**config.mk**
```make
export PLATFORM = sky130hd
export DESIGN_NAME = sif_mc_fwd
export DESIGN_NICKNAME = d
export VERILOG_FILES = /design/src/rtl/sif_pkg.sv /design/src/rtl/sif_fifo.sv /design/src/rtl/sif_mc_fwd.sv
export SDC_FILE = /design/constraint.sdc
export NUM_CORES = 1
export LEC_CHECK = 0
export ABC_AREA = 1
export CAP_MARGIN = 20
export CELL_PAD_IN_SITES_DETAIL_PLACEMENT = 2
export CELL_PAD_IN_SITES_GLOBAL_PLACEMENT = 2
export CORE_ASPECT_RATIO = 0.8
export CORE_MARGIN = 8
export CORE_UTILIZATION = 43
export DETAILED_ROUTE_END_ITERATION = 6
export GPL_TIMING_DRIVEN = 0
export MAX_ROUTING_LAYER = met4
export PLACE_DENSITY_LB_ADDON = 0.05
export SETUP_SLACK_MARGIN = 0.3
export SYNTH_ARGS = -nofsm -noshare
export SYNTH_HDL_FRONTEND = slang
export SYNTH_SLANG_ARGS = --single-unit
```
**constraint.sdc**
```tcl
create_clock -name clk -period 6.6 [get_ports clk]
set_input_delay 1.32 -clock clk [delete_from_list [all_inputs] [get_ports clk]]
set_output_delay 1.32 -clock clk [all_outputs]
set_load 0.02 [all_outputs]
```
**src/rtl/sif_pkg.sv**
```systemverilog
// Shared types and helpers for the multi-channel SIF forwarder.
// op_t is also used by the testbench to describe stimulus.
package sif_pkg;

  localparam int SIF_AW_DEF = 16;
  localparam int SIF_DW_DEF = 16;

  typedef enum logic [1:0] {
    IDLE  = 2'd0,
    WRITE = 2'd1,
    READ  = 2'd2,
    RESET = 2'd3
  } op_t;

  // Index width that never collapses to zero bits.
  function automatic int clog2_min1(input int n);
    return (n <= 2) ? 1 : $clog2(n);
  endfunction

endpackage

```
**src/rtl/sif_fifo.sv**
```systemverilog
// Synchronous FIFO with extra-MSB pointers; dout reads 0 while empty.
// A push into a full FIFO is accepted only together with a pop.
module sif_fifo
  import sif_pkg::*;
#(
  parameter int W     = 32,
  parameter int DEPTH = 4
) (
  input  logic                     clk,
  input  logic                     rst_n,
  input  logic                     push,
  input  logic [W-1:0]             din,
  input  logic                     pop,
  output logic [W-1:0]             dout,
  output logic                     empty,
  output logic                     full,
  output logic [clog2_min1(DEPTH):0] count
);

  localparam int IW = clog2_min1(DEPTH);
  localparam int PW = IW + 1;

  logic [W-1:0]  mem_r [DEPTH];
  logic [PW-1:0] wr_ptr_r;
  logic [PW-1:0] rd_ptr_r;
  logic          push_ok_s;
  logic          pop_ok_s;

  // Handshake qualification and status flags
  always_comb begin
    empty     = (wr_ptr_r == rd_ptr_r);
    full      = (wr_ptr_r[PW-1] != rd_ptr_r[PW-1]) &&
                (wr_ptr_r[PW-2:0] == rd_ptr_r[PW-2:0]);
    count     = wr_ptr_r - rd_ptr_r;
    pop_ok_s  = pop && !empty;
    push_ok_s = push && (!full || pop_ok_s);
    if (empty) begin
      dout = {W{1'b0}};
    end else begin
      dout = mem_r[rd_ptr_r[IW-1:0]];
    end
  end

  // Storage and pointer update
  always_ff @(posedge clk) begin
    if (!rst_n) begin
      wr_ptr_r <= {PW{1'b0}};
      rd_ptr_r <= {PW{1'b0}};
      for (int i = 0; i < DEPTH; i++) begin
        mem_r[i] <= {W{1'b0}};
      end
    end else begin
      if (push_ok_s) begin
        mem_r[wr_ptr_r[IW-1:0]] <= din;
        wr_ptr_r                <= wr_ptr_r + PW'(1);
      end
      if (pop_ok_s) begin
        rd_ptr_r <= rd_ptr_r + PW'(1);
      end
    end
  end

endmodule

```
**src/rtl/sif_mc_fwd.sv**
```systemverilog
// Multi-channel SIF: local register file on the xa port, every accepted
// write forwarded through a per-channel FIFO to a valid/ready wa port.
module sif_mc_fwd
  import sif_pkg::*;
#(
  parameter int AW         = SIF_AW_DEF,
  parameter int DW         = SIF_DW_DEF,
  parameter int DEPTH      = 16,
  parameter int NUM_CH     = 2,
  parameter int FIFO_DEPTH = 4
) (
  input  logic                 clk,
  input  logic                 rst_n,
  input  logic                 xa_wr_s,
  input  logic                 xa_rd_s,
  input  logic [AW-1:0]        xa_addr,
  input  logic [DW-1:0]        xa_data_wr,
  output logic [DW-1:0]        xa_data_rd,
  output logic                 xa_rd_vld,
  output logic                 xa_err,
  output logic [NUM_CH-1:0]    wa_valid,
  input  logic [NUM_CH-1:0]    wa_ready,
  output logic [NUM_CH*AW-1:0] wa_addr,
  output logic [NUM_CH*DW-1:0] wa_data_wr
);

  localparam int IDX_W = clog2_min1(DEPTH);
  localparam int CH_W  = clog2_min1(NUM_CH);
  localparam int SEL_W = IDX_W + CH_W;
  localparam int CW    = clog2_min1(FIFO_DEPTH) + 1;

  op_t               op_s;
  logic              conflict_s;
  logic              legal_s;
  logic [SEL_W-1:0]  sel_s;
  logic [CH_W-1:0]   ch_s;
  logic              can_push_s;
  logic              wr_ok_s;
  logic              err_next_s;
  logic [NUM_CH-1:0] push_s;
  logic [NUM_CH-1:0] pop_s;
  logic [NUM_CH-1:0] empty_s;
  logic [NUM_CH-1:0] full_s;
  logic [CW-1:0]     count_s [NUM_CH];
  logic [AW+DW-1:0]  dout_s  [NUM_CH];

  logic [DW-1:0]     regs_r [NUM_CH*DEPTH];
  logic [DW-1:0]     xa_data_rd_r;
  logic              xa_rd_vld_r;
  logic              xa_err_r;

  assign wa_valid = ~empty_s;
  assign pop_s    = wa_valid & wa_ready;

  // Strobe classification and address decode
  always_comb begin
    op_s       = IDLE;
    conflict_s = rst_n && xa_wr_s && xa_rd_s;
    sel_s      = xa_addr[SEL_W-1:0];
    ch_s       = sel_s[SEL_W-1:IDX_W];
    legal_s    = ((xa_addr >> SEL_W) == {AW{1'b0}});
    if (!rst_n) begin
      op_s = RESET;
    end else if (xa_wr_s && !xa_rd_s) begin
      op_s = WRITE;
    end else if (xa_rd_s && !xa_wr_s) begin
      op_s = READ;
    end else begin
      op_s = IDLE;
    end
  end

  // Write acceptance: a full FIFO still takes a push when it pops this cycle
  always_comb begin
    push_s     = {NUM_CH{1'b0}};
    can_push_s = (count_s[ch_s] < CW'(FIFO_DEPTH)) ||
                 (full_s[ch_s] && pop_s[ch_s]);
    wr_ok_s    = (op_s == WRITE) && legal_s && can_push_s;
    err_next_s = conflict_s ||
                 ((op_s == WRITE) && !wr_ok_s) ||
                 ((op_s == READ) && !legal_s);
    if (wr_ok_s) begin
      push_s[ch_s] = 1'b1;
    end else begin
      push_s = {NUM_CH{1'b0}};
    end
  end

  // Register file and registered xa responses
  always_ff @(posedge clk) begin
    if (!rst_n) begin
      for (int i = 0; i < NUM_CH*DEPTH; i++) begin
        regs_r[i] <= {DW{1'b0}};
      end
      xa_data_rd_r <= {DW{1'b0}};
      xa_rd_vld_r  <= 1'b0;
      xa_err_r     <= 1'b0;
    end else begin
      if (wr_ok_s) begin
        regs_r[sel_s] <= xa_data_wr;
      end
      if (op_s == READ) begin
        xa_data_rd_r <= legal_s ? regs_r[sel_s] : {DW{1'b0}};
      end
      xa_rd_vld_r <= (op_s == READ);
      xa_err_r    <= err_next_s;
    end
  end

  assign xa_data_rd = xa_data_rd_r;
  assign xa_rd_vld  = xa_rd_vld_r;
  assign xa_err     = xa_err_r;

  for (genvar c = 0; c < NUM_CH; c++) begin : g_ch
    sif_fifo #(
      .W     (AW + DW),
      .DEPTH (FIFO_DEPTH)
    ) u_fifo (
      .clk   (clk),
      .rst_n (rst_n),
      .push  (push_s[c]),
      .din   ({xa_addr, xa_data_wr}),
      .pop   (pop_s[c]),
      .dout  (dout_s[c]),
      .empty (empty_s[c]),
      .full  (full_s[c]),
      .count (count_s[c])
    );
    assign wa_addr[c*AW +: AW]    = dout_s[c][AW+DW-1:DW];
    assign wa_data_wr[c*DW +: DW] = dout_s[c][DW-1:0];
  end

endmodule

```
Word-level counts from Yosys, hierarchy flattened
Memory sizes are Yosys's and may differ from the RTL's. A register that Yosys moved wholly into a read port is not among the register bits.
Index checks and enable logic that the tools add are counted.
Operators by class
  eq/ne operators: 8
  multiplexer cells: 39
  reductions and logical operators: 33
  bitwise gates (word level): 3
  order comparisons: 4
  $mul: 0
  shift-type cells: 0
  divide/modulo/power cells: 0
  $add $sub $neg: 6
Operators with widths (count)
  32-bit 2-to-1 mux: 4
  32-bit OR reduction: 2
  16-bit 2-to-1 mux: 2
  2-bit 2-to-1 mux: 10
  1-bit 2-to-1 mux: 18
  1-bit logical AND: 16
  16-bit logical NOT: 1
  16-bit OR reduction: 1
  3-bit by 1-bit adder with 3-bit output (second input constant): 4
  3-bit 2-to-1 mux: 3
  1-bit logical NOT: 8
  3-bit equality test: 2
  3-bit subtractor: 2
  1-bit logical OR: 5
  5-bit 2-to-1 mux: 1
  2-bit equality test: 2
  3-bit < comparator (second input constant): 1
  2-bit bitwise AND: 1
  2-bit by 1-bit equality test with 1-bit output (second input constant): 1
  2-bit equality test (second input constant): 1
  2-bit >= comparator (second input constant): 1
  1-bit by 2-bit < comparator with 1-bit output (second input constant): 1
  1-bit != test: 2
  1-bit inverter with 2-bit output: 1
  other kinds (3): 3
Word-level totals
  latch bits: 0
  ROM bits: 0
  register bits after elaboration: 30
  RAM bits: 768
  input port bits: 38
  memories: 3
Memory list
  regs_r: words 32, bits a word 16, rd ports 1, clocked after Yosys merged registers in 0, write ports 32, line sif_mc_fwd.sv:47  | logic [DW-1:0] regs_r [NUM_CH*DEPTH];
  g_ch[0].u_fifo.mem_r: words 4, bits a word 32, rd ports 1, clocked after Yosys merged registers in 1, write ports 4, line sif_fifo.sv:23  | logic [W-1:0] mem_r [DEPTH];
  g_ch[1].u_fifo.mem_r: words 4, bits a word 32, rd ports 1, clocked after Yosys merged registers in 1, write ports 4, line sif_fifo.sv:23

Longest topological paths before layout
Gate-level depths: netlist (run 1).
  word-level depth: 15
  mapped depth: 13
  gate-level depth less buffers: 12

Hierarchy
Synthesis (run 1) repeated with hierarchy kept, for this count alone.
Unflattened totals
  cell total of the unflattened synthesis: 4063
  area total of the unflattened synthesis: 37322.0 sq um
By module, submodules not included
  sif_mc_fwd: cells an instance 2815, times used 1, area each 24634.9 sq um, sequential area each 15735.1 sq um
  sif_fifo: cells an instance 624, times used 2, area each 6343.6 sq um, sequential area each 4003.8 sq um

Worst setup path after synthesis (run 1)
OpenSTA, ideal clock, no wires.
  path kind: input port to flip-flop
  start point: in xa_addr[6]
  end point: mem g_ch[1].u_fifo.mem_r[3][0], enable pin
  setup slack: 2.504 ns
  required time: 6.178 ns
  arrival time: 3.675 ns
  stages: 10
  path buffers: 0
  cell sequence: or2_1 > nor2_1 > nand2_1 > nor2_4 > nand2_2 > nor2_4 > inv_2 > nand2_1 > nand2_1 > nor2_1
RTL lines
  start, declared: line sif_mc_fwd.sv:16  | input logic [AW-1:0] xa_addr,
  end, declared: line sif_fifo.sv:23

==> results.md, run 1 <==
- Status: finished clean
- Die area: about 92000 um^2
- I/O pins: about 120
- Standard-cell rows: between 90 and 100
- Fin nets: 4006
- Combinational share of power: about 11%
- Final WS setup: around 1.1 ns
- Worst reg2reg startpoint: g_ch[1].u_fifo.wr_ptr_r[0]
- Part of the cycle the worst path needs: between 80% and 90%
- Final hold violation count: 0
- Pre-CTS setup slack: between 0.6 and 0.7 ns
- Slew @ Worst Pin: approximately 1.3 ns
- Wirelength per Cell: approximately 32 um
- Die width: between 300 and 400 um
- Clock power share: between 40% and 50%
- Hold crit path type: reg2reg
- Synth Warn #: 0
- Worst VDD drop: around 0.25 mV
- Die height: around 270 um
- Power Total: approximately 12 mW
- Cells after DPL: 4970
- Net load switching power: 3.300 mW
- H-tree levels: 3
- Met3 Usage GRT: slightly above 8%
- Routed WL: between 150000 and 200000 um
- Top cells by area, synth: edfxtp_1, nand2_1, nor2_1
- DRC viols: 0
- Largest net degree at the start of global routing: 33
- Reg power frac: 47.3%
- CP Class: in2reg
- Via density: between 5 and 6
- CP max FO: 16
- Switching Fraction: a little over a quarter
- GRT Max-Usage Layer: met2
- Cts bufs inserted: 86
- Vias in the first global route: about 32000
- CTS tree: yes
- Final Max Tran Viols: 0
- RSZ-0062 raised after global routing: false
- Synth Register Bits: ~800
- Area occupied by registers: 23740 um^2
- Clock Root Buffer: clkbuf_16
- # Max-Cap Violations: 0
- Critical path data required time: ~6.7 ns
- Antenna violations before repair: 10
- Post-synth top flop: edfxtp_1
- Syn Std Cell Area: between 30000 and 40000 um^2
- Pre-antenna DRT Iters: 5
- Commonest cells in the netlist: nand2_1, nor2_1, edfxtp_1
- Via count: about 30000
- Syn-to-layout area delta: 17.59%
- Footprint of the multi-input gates: around 11000 um^2
- Ys async rst share: 0%
- Global router's overall resource usage: around 36%
- Crit path time final: ~5.5 ns
- Top-count cell post-synth: nand2_1
- Cell taking the most area after synthesis: edfxtp_1
- Final setup vio count: 0
- Grt met2 use: between 50% and 60%
- Syn_area_per_cell: between 9 and 10 um^2
- Arrival @ worst endpoint: around 5.7 ns
- First-pass GRT wire length: between 200000 and 250000 um
- Internal power: 9.030 mW
- Share of the synthesized area in the top cell type: 65.20%
- Num Clock Sinks: 802
- Fmax: about 180 MHz
- CTS clk-pin slew, worst paths: about 0.06 ns
- Postcts setup bufs: 0
- Setup TNS: 0 ns
- Relative slew slack: about 12%
- Share of cells above drive strength 1: roughly 6.5%
- HPWL Detailed: around 120000 um
- Worst-skew pair later-pin latency: 0.68 ns
- Register area share after synthesis: between 60% and 70%
- Start point of the worst hold path: xa_data_rd[10]
- Startpoint class of the critical path: input pin
- Hold Worst Slack: 0.4693 ns
- Worst setup startpoint: xa_addr[0]
- CORE AREA: around 82000 um^2
- DRT iter0 DRCs: about 4200
- Post-Syn Instances: 3641
- Buffers on Ports: between 100 and 150
- Gp weighted congestion: just under 1
- CTS Hold Buffers Added: 0
- Power density cells: a little under 300 nW/um^2
- CP Capture Type: register
- Antenna-violating nets left: 0
- # resized after CTS: 0
- Worst Skew: between 0.02 and 0.025 ns
- Non-filler cells in the finished layout: roughly 5100
- Met1 Use GR: 48.75%
- Initial Util: around 43%
- CTS Buffer Depth: 3
- GRT Residual Overflow: 0
- Synth cell types: 28
- Post-synth EDFFs: ~770
- P_leak: roughly 17 nW
- Fill cell count: between 8000 and 9000
[sequential cells by signal, summed over array words and instances, names as in the netlist, named ones only]
name and flops:
xa_rd_vld 1, g_ch.u_fifo.wr_ptr_r 6, regs_r 512, xa_data_rd 16, g_ch.u_fifo.mem_r 256, g_ch.u_fifo.rd_ptr_r 6
xa_err 1
[final timing paths]
kind,to,slack [ns],cells after the start
max reg2reg,regs_r[19][4],2.12,11
min,xa_data_rd[10],0.47,2
min reg2reg,xa_data_rd[10],0.47,2
max,regs_r[17][4],1.07,8
[per-stage QoR]
step                      util [%]  instance area, um^2
after floorplan                  -                35710
after global placement       46.76                38270
after detailed placement     47.16                38600
after CTS                    50.66                41470
after global routing         50.80                41580
final                        50.81                41590
[cell families (layout without fill, tap and decap cells)]
group | count (synthesis) | in the layout | synth area share (%)
other | 1 | 98 | 0.01060
adder cells (fa/ha/maj) | 8 | 8 | 0.2830
AO/OA/AOI/OAI | 263 | 263 | 3.736
flip-flops | 802 | 802 | 67.13
buffers and inverters | 318 | 614 | 3.775
AND/OR/NAND/NOR | 2249 | 2249 | 25.07
[layout by cell type, fill, tap and decap left out, drive strengths merged, types with 33 or more instances in the layout]
cell type / instances
nand2: 1123
nor2: 988
edfxtp: 768
clkbuf: 276
o21ai: 151
nand3: 124
clkdlybuf4s50: 118
buf: 115
a21oi: 110
conb: 92
inv: 61
dfxtp: 34
clkinv: 33
[power by group through the flow]
stage	logic, mW	clock network (mW)	registers (mW)
after detailed placement	1.27	0	5.94
after global routing	1.39	5.31	5.85
after CTS	1.30	5.14	5.83
final	1.34	5.15	5.83
after floorplan	0.624	0	5.90
after global placement	1.18	0	5.92
[cell type report]
type | instances | share of cell area [%]
Sequential cell | 802 | 57.09
Multi-Input combinational cell | 2612 | 25.62
Clock buffer | 111 | 5.698
Timing Repair Buffer | 140 | 3.818
Tap cell | 1104 | 3.321
Buffer | 258 | 2.672
Clock inverter | 45 | 1.203
Inverter | 60 | 0.5415
Antenna cell | 6 | 0.03610
[worst max-delay path, stage by stage]
cell and delay [ns]:
clkdlybuf4s50_1 0.57, inv_2 0.25, buf_2 0.33, buf_1 0.89, nor2_2 0.35, nand2_2 0.30
buf_1 0.69, nand2_1 0.90
[layer usage]
metal | share of wire, % | vias up
li1 | - | 12472
met1 | 41 | 15969
met2 | 45 | 1706
met3 | 11 | 347
met4 | 3.7 | 0
met5 | 0 | -
Power figures use the tool's default switching activity.
==> inputs of run 2 (changes only) <==
--- a/config.mk
+++ b/config.mk
@@ -11,7 +11,7 @@
 export CELL_PAD_IN_SITES_GLOBAL_PLACEMENT = 2
 export CORE_ASPECT_RATIO = 0.8
 export CORE_MARGIN = 8
-export CORE_UTILIZATION = 43
+export CORE_UTILIZATION = 40
 export DETAILED_ROUTE_END_ITERATION = 6
 export GPL_TIMING_DRIVEN = 0
 export MAX_ROUTING_LAYER = met4
==> constraint.sdc (replaced) <==
create_clock -name clk -period 5.3 [get_ports clk]
set_input_delay 1.06 -clock clk [delete_from_list [all_inputs] [get_ports clk]]
set_output_delay 1.06 -clock clk [all_outputs]
set_load 0.02 [all_outputs]
==> results.md, run 2 (synthesis gave the netlist of run 1 again) <==
- Status: finished clean
- CTS Buffer Depth: 3
- Via count: just under 30000
- Initial Util: around 40%
- Setup TNS: 0 ns
- Critical-path cell with the highest stage delay: buf_1
- Hold Worst Slack: around 0.47 ns
- I/O pins: between 100 and 150
- CTS clk-pin slew, worst paths: 0.06 ns
- DRT iter0 DRCs: about 3500
- Most frequent CP cell: buf_1
- CTS Hold Buffers Added: 0
- Postcts setup bufs: 0
- Wirelength per Cell: between 30 and 40 um
- Cell depth of the worst setup path: 8
- Crit path largest cell delay: between 0.9 and 1 ns
- Finished Cell Area: between 40000 and 50000 um^2
- Clock Root Buffer: clkbuf_16
- Num Clock Sinks: roughly 800
- Cell Chain, Critical Path: clkdlybuf4s50_1 -> inv_2 -> buf_2 -> buf_1 -> nor2_2 -> nand2_2 -> buf_1 -> nand2_1
- R2r worst-path depth: 11
- Relative slew slack: about 16%
- Global router's overall resource usage: approximately a third
- Most frequent cells in the layout: nand2_1, nor2_1, edfxtp_1
- Final Max Tran Viols: 0
- Antenna-violating nets left: 0
- Arrival @ worst endpoint: 4.92 ns
- CP Capture Type: register
- Delay-heaviest family, CP: buffers and inverters
- Power density cells: between 300 and 400 nW/um^2
- Final setup vio count: 0
- Worst Hold Depth: 2
- Standard-cell rows: 97
- CP Class: in2reg
- DRC viols: 0
- Crit path time final: roughly 4.7 ns
- Die height: roughly 280 um
- Fin nets: 4009
- Via density: roughly 5.7
- Fill cell count: 9243
- Gp weighted congestion: around 0.96
- Part of the cycle the worst path needs: between 80 and 90%
- Final hold violation count: 0
- Share of cells above drive strength 1: under 10%
- CTS tree: yes
- RSZ-0062 raised after global routing: false
- Routed WL: between 150000 and 200000 um
- Worst-skew pair later-pin latency: between 0.6 and 0.7 ns
- Vias in the first global route: around 31000
- Startpoint class of the critical path: input pin
- # resized after CTS: 0
- P_leak: about 17 nW
- HPWL Detailed: ~110000 um
- Max reg flops: roughly 500
- DP Area: between 30000 and 40000 um^2
- Die width: 348.5 um
- Critical path data required time: ~5.5 ns
- Area occupied by registers: 23740 um^2
- Die area: between 90000 and 100000 um^2
- Antenna violations before repair: 8
- Fmax: around 210 MHz
- Worst VDD drop: 0.3433 mV
- Largest net degree at the start of global routing: 33
- Slew @ Worst Pin: roughly 1.3 ns
- Largest Register: regs_r
- CP max FO: 16
- Hold crit path type: reg2reg
- Footprint of the multi-input gates: about 11000 um^2
- GRT Residual Overflow: 0
- # Max-Cap Violations: 0
- Commonest non-fill, non-tap cell in the layout: nand2_1
- CORE AREA: 87630 um^2
- H-tree levels: 3
- Cts bufs inserted: 86
- Worst Skew: approximately 0.024 ns
- First-pass GRT wire length: between 200000 and 250000 um
- Buffers on Ports: around 120
- Pre-antenna DRT Iters: 5
- Syn-to-layout area delta: 17.80%
- CP Buf/Inv Count: 5
-- run 2: cell types whose count changed in the layout (fill, tap and decap cells not counted), sizes merged --
cell / before / now
clkbuf: 276 / 288
clkinv: 33 / 30
clkinvlp: 0 / 1
buf: 115 / 118
bufinv: 11 / 7
-- run 2: worst paths after layout --
check	start	end	slack (ns)
min reg2reg	xa_data_rd[1]	xa_data_rd[1]	0.47
min	xa_data_rd[1]	xa_data_rd[1]	0.47
max reg2reg	g_ch[1].u_fifo.wr_ptr_r[0]	regs_r[15][6]	1.18
max	xa_addr[0]	regs_r[17][8]	0.60
-- run 2: where the power goes --
part / switching, mW / internal, mW
Sequential: 0.0811 / 7.17
Clock: 2.71 / 3.59
Combinational: 1.28 / 0.383
-- run 2: worst min-delay path, delay by kind of cell, from the launching register on --
family             cells  cell delay, ns
DFF                    1            0.31
and+or+nand+nor        1            0.06
AOI/OAI and AO/OA      1            0.05
-- run 2: metrics by stage --
stage               util, %  power, mW  setup WS (ns)  std cells
floorplan                 -      8.127          1.464       3732
global placement      43.80      8.875        -0.3172       5038
detailed placement    44.21      8.988      -0.006894       5058
CTS                   47.45      15.19         0.6704       5220
global route          47.55      15.54         0.5092       5230
finish                47.55      15.22         0.6028       5231
-- run 2: layer usage --
layer	share of wire, %	global-route usage (%)	up-vias	wire length [um]
li1	-	-	12499	-
met1	42	43.45	15410	66200
met2	45	50.38	1431	71970
met3	9.8	7.239	286	15660
met4	3.5	10.87	0	5557
met5	0	-	-	0
-- run 2: layout make-up --
| class | instances | area share (%) |
|---|---|---|
| inverter | 60 | 0.5405 |
| sequential | 802 | 56.98 |
| clock buffer | 123 | 5.925 |
| tap | 1188 | 3.567 |
| buffer | 258 | 2.664 |
| clock inverter | 39 | 0.9009 |
| multi-input combinational | 2612 | 25.59 |
| antenna | 6 | 0.03603 |
| timing repair buffer | 143 | 3.793 |
